<file path="src/rtl/div_pkg.sv">
// Shared types and sizing helpers for the sequential restoring divider.
package div_pkg;

  typedef enum logic [1:0] {
    S_IDLE = 2'd0,
    S_RUN  = 2'd1,
    S_DONE = 2'd2
  } div_state_t;

  function automatic int cnt_width(input int w);
    return $clog2(w + 1);
  endfunction

endpackage

</file>
<file path="src/rtl/rbs.sv">
// Ripple-borrow subtractor: d = a - b - bin, built from a chain of full-subtractor cells.
module fs_cell (
  input  logic a,
  input  logic b,
  input  logic bin,
  output logic d,
  output logic bout
);

  assign d    = a ^ b ^ bin;
  assign bout = (~a & b) | (~(a ^ b) & bin);

endmodule

module rbs #(
  parameter int N = 9
) (
  input  logic [N-1:0] a,
  input  logic [N-1:0] b,
  input  logic         bin,
  output logic [N-1:0] d,
  output logic         bout
);

  logic [N:0] br;

  assign br[0] = bin;
  assign bout  = br[N];

  for (genvar i = 0; i < N; i++) begin : g_cell
    fs_cell u_cell (
      .a    (a[i]),
      .b    (b[i]),
      .bin  (br[i]),
      .d    (d[i]),
      .bout (br[i+1])
    );
  end

endmodule

</file>
<file path="src/rtl/seq_restoring_div.sv">
// Multi-cycle unsigned restoring divider, one quotient bit per clock,
// with a start/busy/done handshake.
module seq_restoring_div
  import div_pkg::*;
#(
  parameter int WIDTH = 8
) (
  input  logic             clk,
  input  logic             rst,
  input  logic             start,
  input  logic [WIDTH-1:0] dividend,
  input  logic [WIDTH-1:0] divisor,
  output logic             busy,
  output logic             done,
  output logic [WIDTH-1:0] quotient,
  output logic [WIDTH-1:0] remainder,
  output logic             div_by_zero
);

  localparam int CW = cnt_width(WIDTH);

  div_state_t       state, state_next;
  logic [CW-1:0]    cnt;
  logic [WIDTH:0]   r;
  logic [WIDTH-1:0] q;
  logic [WIDTH-1:0] dreg;

  logic             accept;
  logic             last_iter;
  logic [WIDTH:0]   shifted;
  logic [WIDTH:0]   diff;
  logic             borrow;
  logic [WIDTH:0]   r_next;
  logic [WIDTH-1:0] q_next;
  logic             unused_r_msb;

  assign accept       = start && (state == S_IDLE || state == S_DONE);
  assign last_iter    = (cnt == CW'(WIDTH - 1));
  assign shifted      = {r[WIDTH-1:0], q[WIDTH-1]};
  assign unused_r_msb = r[WIDTH];

  rbs #(.N(WIDTH + 1)) u_rbs (
    .a    (shifted),
    .b    ({1'b0, dreg}),
    .bin  (1'b0),
    .d    (diff),
    .bout (borrow)
  );

  // A borrow means the trial subtraction went negative, so keep the shifted value.
  assign r_next = borrow ? shifted : diff;
  assign q_next = {q[WIDTH-2:0], ~borrow};

  assign busy = (state == S_RUN);
  assign done = (state == S_DONE);

  always_comb begin
    state_next = state;
    case (state)
      S_IDLE, S_DONE: begin
        if (start)
          state_next = (divisor == '0) ? S_DONE : S_RUN;
        else
          state_next = S_IDLE;
      end
      S_RUN: begin
        if (last_iter)
          state_next = S_DONE;
      end
      default: state_next = S_IDLE;
    endcase
  end

  always_ff @(posedge clk) begin
    if (rst) begin
      state       <= S_IDLE;
      cnt         <= '0;
      r           <= '0;
      q           <= '0;
      dreg        <= '0;
      quotient    <= '0;
      remainder   <= '0;
      div_by_zero <= 1'b0;
    end else begin
      state <= state_next;
      if (accept) begin
        dreg <= divisor;
        q    <= dividend;
        r    <= '0;
        cnt  <= '0;
        if (divisor == '0) begin
          quotient    <= '1;
          remainder   <= dividend;
          div_by_zero <= 1'b1;
        end else begin
          div_by_zero <= 1'b0;
        end
      end else if (state == S_RUN) begin
        r   <= r_next;
        q   <= q_next;
        cnt <= cnt + 1'b1;
        // Results publish on the final iteration so they are visible in the done cycle.
        if (last_iter) begin
          quotient  <= q_next;
          remainder <= r_next[WIDTH-1:0];
        end
      end
    end
  end

endmodule

</file>
<file path="config.mk">
export PLATFORM = sky130hd
export DESIGN_NAME = seq_restoring_div
export DESIGN_NICKNAME = d
export VERILOG_FILES = /design/src/rtl/div_pkg.sv /design/src/rtl/rbs.sv /design/src/rtl/seq_restoring_div.sv
export SDC_FILE = /design/constraint.sdc
export NUM_CORES = 1
export LEC_CHECK = 0
export CORE_UTILIZATION = 56
export DETAILED_ROUTE_END_ITERATION = 8
export GPL_ROUTABILITY_DRIVEN = 0
export PLACE_DENSITY_LB_ADDON = 0.12
export SYNTH_ARGS = -nofsm -noshare
export SYNTH_HDL_FRONTEND = slang
export SYNTH_SLANG_ARGS = --single-unit
</file>
<file path="constraint.sdc">
create_clock -name clk -period 9.2 [get_ports clk]
set_input_delay 1.38 -clock clk [delete_from_list [all_inputs] [get_ports clk]]
set_output_delay 1.38 -clock clk [all_outputs]
set_load 0.01 [all_outputs]
</file>
Word level (Yosys, flattened, before mapping) --
Index checks and enable logic that the tools add are counted. W data, S select, Z words.
Storage, ports and cells: RAM bits 0, latch bits 0, word-level logic and storage cells 94, input port bits 19, flip-flop bits (word level) 47, output and inout port bits 19, memories 0, bits in read-only memories 0
Operators by class: div/mod/pow operators 0, shifts and indexed selects 0, multiplexer cells 16, equal/unequal tests 5, order comparisons 0, bitwise operators 55, $add $sub $neg 1, multipliers 0, reductions and logical operators 9
Operator list (number):
- $mux W8 | 11
- $not A1 Y1 | 17
- $and A1 B1 Y1 | 16
- $xor A1 B1 Y1 | 15
- $logic_not A8 Y1 | 1
- $or A1 B1 Y1 | 7
- $mux W2 | 3
- $add A4 B1 Y4 const B | 1
- $eq A4 B3 Y1 const B | 1
- $ne A2 B1 Y1 const B | 2
- $pmux W2 S2 | 1
- $reduce_bool A2 Y1 | 2
- $reduce_or A2 Y1 | 2
- $reduce_and A3 Y1 | 1
- $eq A2 B1 Y1 const B | 1
- $eq A2 B2 Y1 const B | 1
- $logic_not A2 Y1 | 1
- $logic_and A1 B1 Y1 | 1
- $logic_or A1 B1 Y1 | 1
- $mux W1 | 1

Depth between registers and ports, before layout --
Gate-level depths: netlist of run 1.
depth after elaboration 21, mapped depth 14

Hierarchy --
Synthesis of run 1 repeated with hierarchy kept, for this count alone.
Unflattened totals: cell total of the unflattened synthesis 248, area total of the unflattened synthesis 2303.5 µm²
Modules (own cells, without submodules):
- seq_restoring_div | area each 2025.7 µm², cells an instance 213, seq. area each 940.9 µm², times used 1
- fs_cell (u_rbs.g_cell[0].u_cell ...) | area each 31.3 µm², cells an instance 4, seq. area each 0.0 µm², times used 8
- fs_cell (u_rbs.g_cell[3].u_cell) | area each 27.5 µm², cells an instance 3, seq. area each 0.0 µm², times used 1

Least setup slack after synthesis of run 1 --
OpenSTA, ideal clock, no wires.
path type register to register, start reg q[7], end reg remainder[0], arrival 4.552 ns, library setup time 0.095 ns, data required time 9.105 ns, buffers on the path 1, slack 4.553 ns, cell stages (with the launch flop) 15, path through dfxtp_1 inv_1 ha_1 fa_1 fa_1 fa_1 fa_1 fa_1 fa_1 fa_1 nand2b_1 buf_2 mux2i_1 mux2i_1 a221oi_1
Between the ends: longest elaborated chain between the ends 21, elaborated cells between the ends (all ways) 22, classes of those cells mux: 4; bitwise: 18
Ends and longest elaborated chain:
- start, declared | RTL line seq_restoring_div.sv:25 | logic [WIDTH-1:0] q;
- start signal, assigned | RTL line seq_restoring_div.sv:88 | q <= dividend;
- start signal, assigned | RTL line seq_restoring_div.sv:100 | q <= q_next;
- $not A1 Y1 | RTL line rbs.sv:11 | assign bout = (~a & b) | (~(a ^ b) & bin);
- $and A1 B1 Y1 (2 in a row) | RTL line rbs.sv:11
- $or A1 B1 Y1 | RTL line rbs.sv:11
- $and A1 B1 Y1 | RTL line rbs.sv:11
- $or A1 B1 Y1 | RTL line rbs.sv:11
- $and A1 B1 Y1 | RTL line rbs.sv:11
- $or A1 B1 Y1 | RTL line rbs.sv:11
- $and A1 B1 Y1 | RTL line rbs.sv:11
- [4 not listed]
- $or A1 B1 Y1 | RTL line rbs.sv:11
- $and A1 B1 Y1 | RTL line rbs.sv:11
- $or A1 B1 Y1 | RTL line rbs.sv:11
- $and A1 B1 Y1 | RTL line rbs.sv:11
- $mux W8 (*) | RTL line seq_restoring_div.sv:51 | assign r_next = borrow ? shifted : diff;
- $mux W8 (*) | RTL line seq_restoring_div.sv:103 | if (last_iter) begin
- $mux W8 (*) | RTL line seq_restoring_div.sv:98 | end else if (state == S_RUN) begin
- $mux W8 (*) | RTL line seq_restoring_div.sv:86 | if (accept) begin
- end signal, assigned | RTL line seq_restoring_div.sv:93 | remainder <= dividend;
- end signal, assigned | RTL line seq_restoring_div.sv:105 | remainder <= r_next[WIDTH-1:0];
- end, declared | RTL line seq_restoring_div.sv:16 | output logic [WIDTH-1:0] remainder,
Mark *: on every way between the ends. The rest lies on a longest branch, timed or not. The select of a mux whose other input is x is not followed. A chain may end at the register's enable or synchronous reset.

Worst setup path after layout of run 1 --
start reg q[7], end reg remainder[3]
Between the ends: longest elaborated chain between the ends 21, elaborated cells between the ends (all ways) 22, classes of those cells mux: 4; bitwise: 18
Ends and longest elaborated chain (RTL line):
- $not A1 Y1 (*) | rbs.sv:11
- $and A1 B1 Y1 (*) (2 in a row) | rbs.sv:11
- $or A1 B1 Y1 (*) | rbs.sv:11
- $and A1 B1 Y1 (*) | rbs.sv:11
- $or A1 B1 Y1 (*) | rbs.sv:11
- $and A1 B1 Y1 | rbs.sv:11
- $or A1 B1 Y1 | rbs.sv:11
- $and A1 B1 Y1 | rbs.sv:11
- [4 not listed]
- $or A1 B1 Y1 | rbs.sv:11
- $and A1 B1 Y1 | rbs.sv:11
- $or A1 B1 Y1 | rbs.sv:11
- $and A1 B1 Y1 | rbs.sv:11
- $mux W8 (*) | seq_restoring_div.sv:51
- $mux W8 (*) | seq_restoring_div.sv:103
- $mux W8 (*) | seq_restoring_div.sv:98
- $mux W8 (*) | seq_restoring_div.sv:86
Marks and branches as above.

==> flow_metrics.tcl, run 1 <==
set metrics [dict create \
    grt_max_degree 35 \
    fillers 307 \
    synth_nets 265 \
    rsz0062_at_grt "no" \
    cts_resized 0 \
    wl_per_cell_um 14.3 \
    fin_crit_sh_pct 55.5 \
    synth_area_leaders "dfxtp_1, mux2i_1, fa_1" \
    pin_count 38 \
    async_flop_share_pct 0 \
    grt_usage_pct 24.3 \
    synth_top_cell_area_share_pct 42.1 \
    vias 1769 \
    yosysUniqueCellTypes 31 \
    fin_nets 295 \
    synth.largest_area_cell "dfxtp_1" \
    synth_area_per_cell_um2 9.42 \
    postRouteAntennaNets 0 \
    ys_ff_latch 47 \
    drive_gt1_share_pct 7.09 \
    synth_area_um2 2230 \
    numCtsBuffers 5 \
    cts_sinks 47 \
    finClkSkew_ns 0.00801 \
    synthFlopType "dfxtp_1" \
    die_h_um 65.2 \
    rows 22 \
    diodes 0 \
    cts_setup_buffers 0 \
    finalSetupTns_ns 0 \
    die_w_um 65.2 \
    r2r_cells 13 \
    utilization_pct 71.1 \
    maxCapViolCount 0 \
    seqCellArea_um2 941 \
    synth_cells 237 \
    multi_input_area_um2 1150 \
    fin_crit_ns 5.11 \
    ys_seq_area_share_pct 42.1 \
    cp.arrival_ns 5.31 \
    cts_hold_buf 0 \
    drc 0 \
    syn_to_final_growth_pct 19.2 \
    hold_violations 0 \
    drt_iter0_drc 214 \
    setup_violations 0 \
    grt_pass1_wl_um 7800 \
    overflow 0 \
    min_path_type "reg2reg" \
    max_freq_mhz 196 \
    cts_tree "built" \
    drv_slew 0 \
    grt_pass1_vias 1623 \
    path_max_fanout 10 \
    coreArea_um2 3740 \
    maxSlewHeadroom_pct 21.4 \
    hold-worst-slack_ns 0.462 \
    synth_edf_count 0 \
    power.leakage_nw 0.992 \
    grt_antenna_before_repair 0 \
    cp-end-kind "flip-flop" \
    status "finished, final reports clean" \
    synth_common_cells "dfxtp_1, nand2_1, nor2_1" \
    clkLatencyLatePin_ns 0.29 \
    finalWirelength_um 4510 \
    initial_core_util_pct 59.7 \
    dp.final_hpwl_um 3180 \
    worstMarginPinSlew_ns 1.18 \
    synth_warnings 0 \
    cts_buffer_depth 2 \
    die_area_um2 4240 \
    start_kind "flip-flop" \
    whs_path_depth 2 \
    via_per_inst 5.60 \
    clk_pin_slew_ns 0.09 \
    dr.pass1.iters 4 \
    htreeDepth 2 \
    io_buffers 37 \
    power_density_nw_per_um2 155 \
    critPathKind "reg2reg" \
    synth_most_common_cell "dfxtp_1" \
    ir_drop_mv 0.108 \
    clockRootBuffer "clkbuf_8" \
    worstPathRequired_ns 9.41 \
]
-- through the flow --
stage	area (µm²)	power (W)	setup slack [ns]	cells
global route	2660	0.000434	3.87	316
detailed placement	2580	0.000298	4.10	308
finish	2660	0.000411	4.09	316
floorplan	2230	0.000276	4.55	237
CTS	2660	0.000414	4.08	316
global placement	2580	0.000296	4.17	308
-- critical path, cell delays in order (launching register included) --
cell and delay [ns]:
dfxtp_1 0.33, inv_1 0.06, ha_1 0.21, fa_1 0.45, fa_1 0.46, fa_1 0.47
fa_1 0.48, fa_1 0.46, fa_1 0.46, fa_1 0.42, nand2b_1 0.41, mux2i_1 0.36
mux2i_1 0.13, a221oi_1 0.32
-- cells by family (layout without fill, tap and decap cells) --
family          count (synthesis)  in the layout  synth area share, %
buf+inv                        26             57                 6.39
flops                          47             47                 42.1
mux                            18             18                 8.07
simple gates                   83             83                 19.6
compound gates                 51             51                 15.3
fa+ha+maj                       9              9                 7.39
xor+xnor                        3              3                 1.18
-- state kept, by name (all words and copies together) (netlist names) --
register     cells
cnt              4
div_by_zero      1
dreg             8
q                8
quotient         8
r                8
remainder        8
state            2
-- cells in the final DEF, fill, tap and decap left out, drive strengths merged --
master          n
dfxtp          47
clkdlybuf4s50  37
nand2          34
nor2           30
a21oi          26
mux2i          18
inv             9
a22oi           8
nand3           8
a221oi          8
a31oi           7
fa              7
clkbuf          7
buf             3
nor2b           3
nand2b          2
nor4            2
xor2            2
ha              2
nand3b          1
or3b            1
nor3b           1
o21ai           1
nand4           1
xnor2           1
o221a           1
clkinv          1
-- per-layer routing --
layer	wire, µm	vias up	global-route usage (%)
met1	2100	841	33.7
met2	2120	49	38.2
li1	-	877	-
met3	262	2	5.38
met4	19	0	6.52
met5	0	-	0
-- area by class of cell --
type                            instances  area share (%)
Inverter                                9            1.27
Sequential cell                        47            35.4
Multi-Input combinational cell        164            43.3
Tap cell                               48            2.26
Clock buffer                            7            2.87
Clock inverter                          1           0.188
Timing Repair Buffer                   40            14.8
-- final timing paths --
kind	end	from	slack (ns)
setup reg to reg	remainder[3]$_SDFFE_PP0P_	q[7]$_SDFFE_PP0P_	4.09
hold reg to reg	q[7]$_SDFFE_PP0P_	q[7]$_SDFFE_PP0P_	0.46
setup / recovery	remainder[3]$_SDFFE_PP0P_	q[7]$_SDFFE_PP0P_	4.09
hold / removal	q[7]$_SDFFE_PP0P_	q[7]$_SDFFE_PP0P_	0.46
-- power breakdown --
part | switching (W) | internal (W)
sequential | 0.00000504 | 0.000211
clock | 0.0000643 | 0.0000534
combinational | 0.0000433 | 0.0000347
total | 0.000113 | 0.000299
No activity file was read; power rests on OpenSTA's default activity.
==> inputs of run 2 (changes only) <==
--- a/config.mk
+++ b/config.mk
@@ -5,7 +5,7 @@
 export SDC_FILE = /design/constraint.sdc
 export NUM_CORES = 1
 export LEC_CHECK = 0
-export CORE_UTILIZATION = 56
+export CORE_UTILIZATION = 52
 export DETAILED_ROUTE_END_ITERATION = 8
 export GPL_ROUTABILITY_DRIVEN = 0
 export PLACE_DENSITY_LB_ADDON = 0.12
==> constraint.sdc (replaced) <==
create_clock -name clk -period 4.8 [get_ports clk]
set_input_delay 0.72 -clock clk [delete_from_list [all_inputs] [get_ports clk]]
set_output_delay 0.72 -clock clk [all_outputs]
set_load 0.01 [all_outputs]
==> flow_metrics.tcl, run 2 (synthesized netlist as in run 1, its figures left out) <==
set metrics [dict create \
    status "finished, final reports clean" \
    die_h_um 67.5 \
    hold_start "dreg[0]$_SDFFE_PP0P_" \
    rows 23 \
    cts_hold_buf 0 \
    utilization_pct 69.8 \
    cp.arrival_ns 4.85 \
    fillers 337 \
    cts_buffer_depth 2 \
    io_buffers 37 \
    die_area_um2 4560 \
    fin_nets 300 \
    fin_crit_ns 4.64 \
    overflow 0 \
    postRouteAntennaNets 0 \
    min_to "dreg[0]$_SDFFE_PP0P_" \
    worstPathRequired_ns 5.00 \
    pwr-share-seq_pct 47.1 \
    die_w_um 67.5 \
    hold_violations 0 \
    maxSlewHeadroom_pct 35.2 \
    critPathKind "reg2reg" \
    diodes 0 \
    syn_to_final_growth_pct 26.9 \
    wl_met3_um 232 \
    cp-end-kind "flip-flop" \
    path_max_fanout 5 \
    r2r_cells 14 \
    cts_sinks 47 \
    clk_pin_slew_ns 0.08 \
    highest_layer "met4" \
    fin_crit_sh_pct 96.8 \
    final_cell_mix "dfxtp_1, clkdlybuf4s50_1, nand2_1, nor2_1, a21oi_1" \
    drt_iter0_drc 174 \
    power_density_nw_per_um2 310 \
    clockRootBuffer "clkbuf_8" \
    grt_max_degree 35 \
    dr.pass1.iters 4 \
    initial_core_util_pct 55.0 \
    grt_pass1_vias 1604 \
    r2r-end "remainder[2]$_SDFFE_PP0P_" \
    finClkSkew_ns 0.00548 \
    drc 0 \
    drv_slew 0 \
    clkLatencyLatePin_ns 0.30 \
    start_kind "flip-flop" \
    rr_startpoint "q[7]$_SDFFE_PP0P_" \
    clkPwrFrac_pct 27.1 \
    finalWirelength_um 4970 \
    pin_count 38 \
    worstMarginPinSlew_ns 0.971 \
    numCtsBuffers 5 \
    drive_gt1_share_pct 14.3 \
    grt_pass1_wl_um 8020 \
    grt_usage_pct 24.2 \
    max_freq_mhz 215 \
    htreeDepth 2 \
    via_per_inst 5.56 \
    r2r_setup_slack_ns 0.16 \
    cts_tree "built" \
    hold-worst-slack_ns 0.473 \
    maxCapViolCount 0 \
    p_switching_w 0.000244 \
    min_path_type "reg2reg" \
    vias 1789 \
    coreArea_um2 4060 \
    final_cells 322 \
    cts_setup_buffers 0 \
    p_int_w 0.000635 \
    whs_path_depth 2 \
    m1WireLength_um 2210 \
    pwr-share-comb_pct 25.8 \
    setup_violations 0 \
    netSwitchingFraction_pct 27.8 \
    grt_antenna_before_repair 0 \
    power.leakage_nw 1.03 \
    dp.final_hpwl_um 3340 \
    ir_drop_mv 0.202 \
    wl_met2_um 2460 \
    final_common_cell "dfxtp_1" \
    wl_per_cell_um 15.4 \
    place_inst 314 \
]
==> run 2: per-stage QoR <==
step | worst slack (ns) | area [µm²] | power, W | TNS (ns)
4_1_cts | 0.0206 | 2740 | 0.000838 | 0
3_5_place_dp | -0.171 | 2630 | 0.000592 | -0.541
3_3_place_gp | 0.00107 | 2630 | 0.000589 | 0
6_report | 0.156 | 2830 | 0.000879 | 0
2_1_floorplan | 0.153 | 2230 | 0.000530 | 0
5_1_grt | -0.00828 | 2830 | 0.000921 | -0.0150
==> run 2: layer usage <==
layer	vias to the layer above	track usage [%]
li1	890	-
met1	842	33.0
met2	50	38.2
met3	7	4.05
met4	0	8.24
met5	-	0
==> run 2: critical path, stage by stage (launching register included) <==
cell and delay [ns]:
dfxtp_1 0.35, inv_1 0.08, ha_1 0.22, fa_1 0.46
fa_1 0.46, fa_2 0.41, fa_2 0.42, fa_2 0.41
fa_2 0.40, fa_2 0.41, nand2b_4 0.11, buf_12 0.14
mux2i_4 0.25, mux2i_1 0.13, a221oi_2 0.28
==> run 2: power by group through the flow <==
stage	registers (W)	logic (W)	clock network, W
6_report	0.000414	0.000227	0.000239
5_1_grt	0.000416	0.000245	0.000261
4_1_cts	0.000413	0.000180	0.000245
3_5_place_dp	0.000422	0.000170	0
3_3_place_gp	0.000422	0.000167	0
2_1_floorplan	0.000420	0.000109	0
==> run 2: worst max-delay path by stage <==
stage | from | to | cells after the start
after floorplan | q[7]$_SDFFE_PP0P_ | remainder[0]$_SDFFE_PP0P_ | 14
after CTS | q[7]$_SDFFE_PP0P_ | remainder[1]$_SDFFE_PP0P_ | 14
after detailed placement | q[7]$_SDFFE_PP0P_ | remainder[2]$_SDFFE_PP0P_ | 14
after global routing | q[7]$_SDFFE_PP0P_ | remainder[2]$_SDFFE_PP0P_ | 14
after global placement | q[7]$_SDFFE_PP0P_ | remainder[2]$_SDFFE_PP0P_ | 14
final | q[7]$_SDFFE_PP0P_ | remainder[2]$_SDFFE_PP0P_ | 14
==> run 2: area by class of cell <==
cell class | count | area (µm²) | area share, %
Timing Repair Buffer | 45 | 460 | 16.2
Inverter | 9 | 33.8 | 1.19
Clock buffer | 6 | 82.6 | 2.91
Sequential cell | 47 | 941 | 33.2
Clock inverter | 1 | 5.00 | 0.177
Tap cell | 50 | 62.6 | 2.21
Multi-Input combinational cell | 164 | 1250 | 44.1
==> run 2: timing repair <==
item / in CTS / in global routing
pin swaps: 1 / 3
endpoints found under the setup margin: 8 / 9
resized for setup: 7 / 12
gates cloned: 0 / 1
==> inputs of run 3 (changes only) <==
--- a/config.mk
+++ b/config.mk
@@ -5,7 +5,8 @@
 export SDC_FILE = /design/constraint.sdc
 export NUM_CORES = 1
 export LEC_CHECK = 0
-export CORE_UTILIZATION = 52
+export CORE_UTILIZATION = 55
+export CTS_BUF_LIST = sky130_fd_sc_hd__clkbuf_8
 export DETAILED_ROUTE_END_ITERATION = 8
 export GPL_ROUTABILITY_DRIVEN = 0
 export PLACE_DENSITY_LB_ADDON = 0.12
==> flow_metrics.tcl, run 3 (synthesized netlist as in run 1, its figures left out) <==
set metrics [dict create \
    path_max_fanout 5 \
    clockRootBuffer "clkbuf_8" \
    max_freq_mhz 216 \
    die_w_um 65.7 \
    cp.arrival_ns 4.83 \
    dp.final_hpwl_um 3340 \
    wl_per_cell_um 15.7 \
    final_common_cell "dfxtp_1" \
    die_h_um 65.7 \
    finClkSkew_ns 0.00483 \
    maxCapViolCount 0 \
    cts_tree "built" \
    ir_drop_mv 0.181 \
    r2r_cells 14 \
    startpoint "q[7]$_SDFFE_PP0P_" \
    grt_pass1_vias 1724 \
    r2r-end "remainder[2]$_SDFFE_PP0P_" \
    overflow 0 \
    io_buffers 37 \
    grt_antenna_before_repair 0 \
    rsz0062_at_grt "no" \
    finalWirelength_um 5070 \
    cts_sinks 47 \
    die_area_um2 4320 \
    final_cell_mix "dfxtp_1, clkdlybuf4s50_1, nand2_1, nor2_1, a21oi_1" \
    fin_crit_sh_pct 96.3 \
    drt_iter0_drc 105 \
    via_per_inst 5.69 \
    cp-end-kind "flip-flop" \
    setup_violations 0 \
    rows 22 \
    fin_nets 301 \
    status "finished, final reports clean" \
    fillers 274 \
    fin_crit_ns 4.62 \
    min_path_type "reg2reg" \
    grt_pass1_wl_um 8140 \
    power.leakage_nw 1.04 \
    r2r_setup_slack_ns 0.18 \
    layout_setup_ws_ns 0.178 \
    grt_max_degree 35 \
    worstMarginPinSlew_ns 0.804 \
    maxSlewHeadroom_pct 46.4 \
    place_ws_ns -0.0462 \
    drive_gt1_share_pct 15.7 \
    initial_core_util_pct 59.2 \
    diodes 0 \
    clk_pin_slew_ns 0.08 \
    numCtsBuffers 5 \
    drv_slew 0 \
    pin_count 38 \
    start_kind "flip-flop" \
    syn_to_final_growth_pct 28.4 \
    hold_violations 0 \
    postRouteAntennaNets 0 \
    worstPathRequired_ns 5.01 \
    drc 0 \
    coreArea_um2 3770 \
    clkLatencyLatePin_ns 0.29 \
    cts_setup_buffers 0 \
    htreeDepth 2 \
    rr_startpoint "q[7]$_SDFFE_PP0P_" \
    cp-endpoint "remainder[2]$_SDFFE_PP0P_" \
    critPathKind "reg2reg" \
    dr.pass1.iters 4 \
    cts_buffer_depth 2 \
    vias 1831 \
    power_density_nw_per_um2 315 \
    grt_usage_pct 25.1 \
    hold-worst-slack_ns 0.463 \
]
## run 3: changes by cell type in the layout (fill, tap and decap cells not counted), sizes merged
cell | previous run | this run
clkbuf | 7 | 8
clkinv | 1 | 0
buf | 7 | 8
inv | 9 | 10
## run 3: worst max-delay path, cell delays in order, from the launching register on
cell       delay, ns
dfxtp_1         0.33
inv_1           0.06
ha_1            0.22
fa_1            0.47
fa_1            0.49
fa_2            0.43
fa_2            0.41
fa_2            0.41
fa_2            0.41
fa_2            0.41
nand2b_4        0.11
clkbuf_16       0.16
mux2i_4         0.24
mux2i_1         0.11
a221oi_2        0.29
## run 3: area by class of cell
cell class	instances	area (µm²)	share of cell area, %
clock buffer	7	96.3	3.36
clock inverter	1	3.75	0.131
inverter	9	33.8	1.18
multi-input combinational	164	1260	44.1
sequential	47	941	32.8
tap	48	60.1	2.09
timing repair buffer	46	468	16.3
## run 3: per-layer routing
metal	wire [µm]	GRT usage (%)	vias to the layer above
li1	-	-	891
met1	2240	33.7	870
met2	2520	39.9	62
met3	250	4.17	8
met4	61	10.1	0
met5	0	0	-
## run 3: report_power, final
group	leakage [nW]	switching (W)	internal (W)	total [W]
clock	0.0557	0.000123	0.000129	0.000252
combinational	0.605	0.000112	0.000124	0.000236
sequential	0.382	0.0000102	0.000404	0.000414
## run 3: metrics by stage
step / instances / setup TNS [ns] / utilization [%] / power, W / instance area, µm²
after floorplan: 237 / 0 / - / 0.000530 / 2230
final: 322 / 0 / 76.0 / 0.000902 / 2870
after global placement: 313 / 0 / 69.7 / 0.000591 / 2630
after CTS: 321 / 0 / 72.9 / 0.000853 / 2750
after detailed placement: 313 / -0.196 / 69.7 / 0.000594 / 2630
after global routing: 322 / 0 / 76.0 / 0.000945 / 2870
## run 3: how the worst min path moves through the flow
stage	startpoint	end	slack, ns	cells after the start
floorplan	q[7]$_SDFFE_PP0P_	q[7]$_SDFFE_PP0P_	0.44	2
global placement	q[7]$_SDFFE_PP0P_	q[7]$_SDFFE_PP0P_	0.45	2
detailed placement	q[7]$_SDFFE_PP0P_	q[7]$_SDFFE_PP0P_	0.45	2
CTS	dreg[0]$_SDFFE_PP0P_	dreg[0]$_SDFFE_PP0P_	0.46	2
global route	q[7]$_SDFFE_PP0P_	q[7]$_SDFFE_PP0P_	0.48	2
finish	dreg[0]$_SDFFE_PP0P_	dreg[0]$_SDFFE_PP0P_	0.46	2
## run 3: what timing repair did
item | in CTS | in global routing
pin swaps | 0 | 2
hold buffers | 0 | 0
resized for setup | 5 | 17
setup endpoints to repair | 7 | 14
cloned | 0 | 1
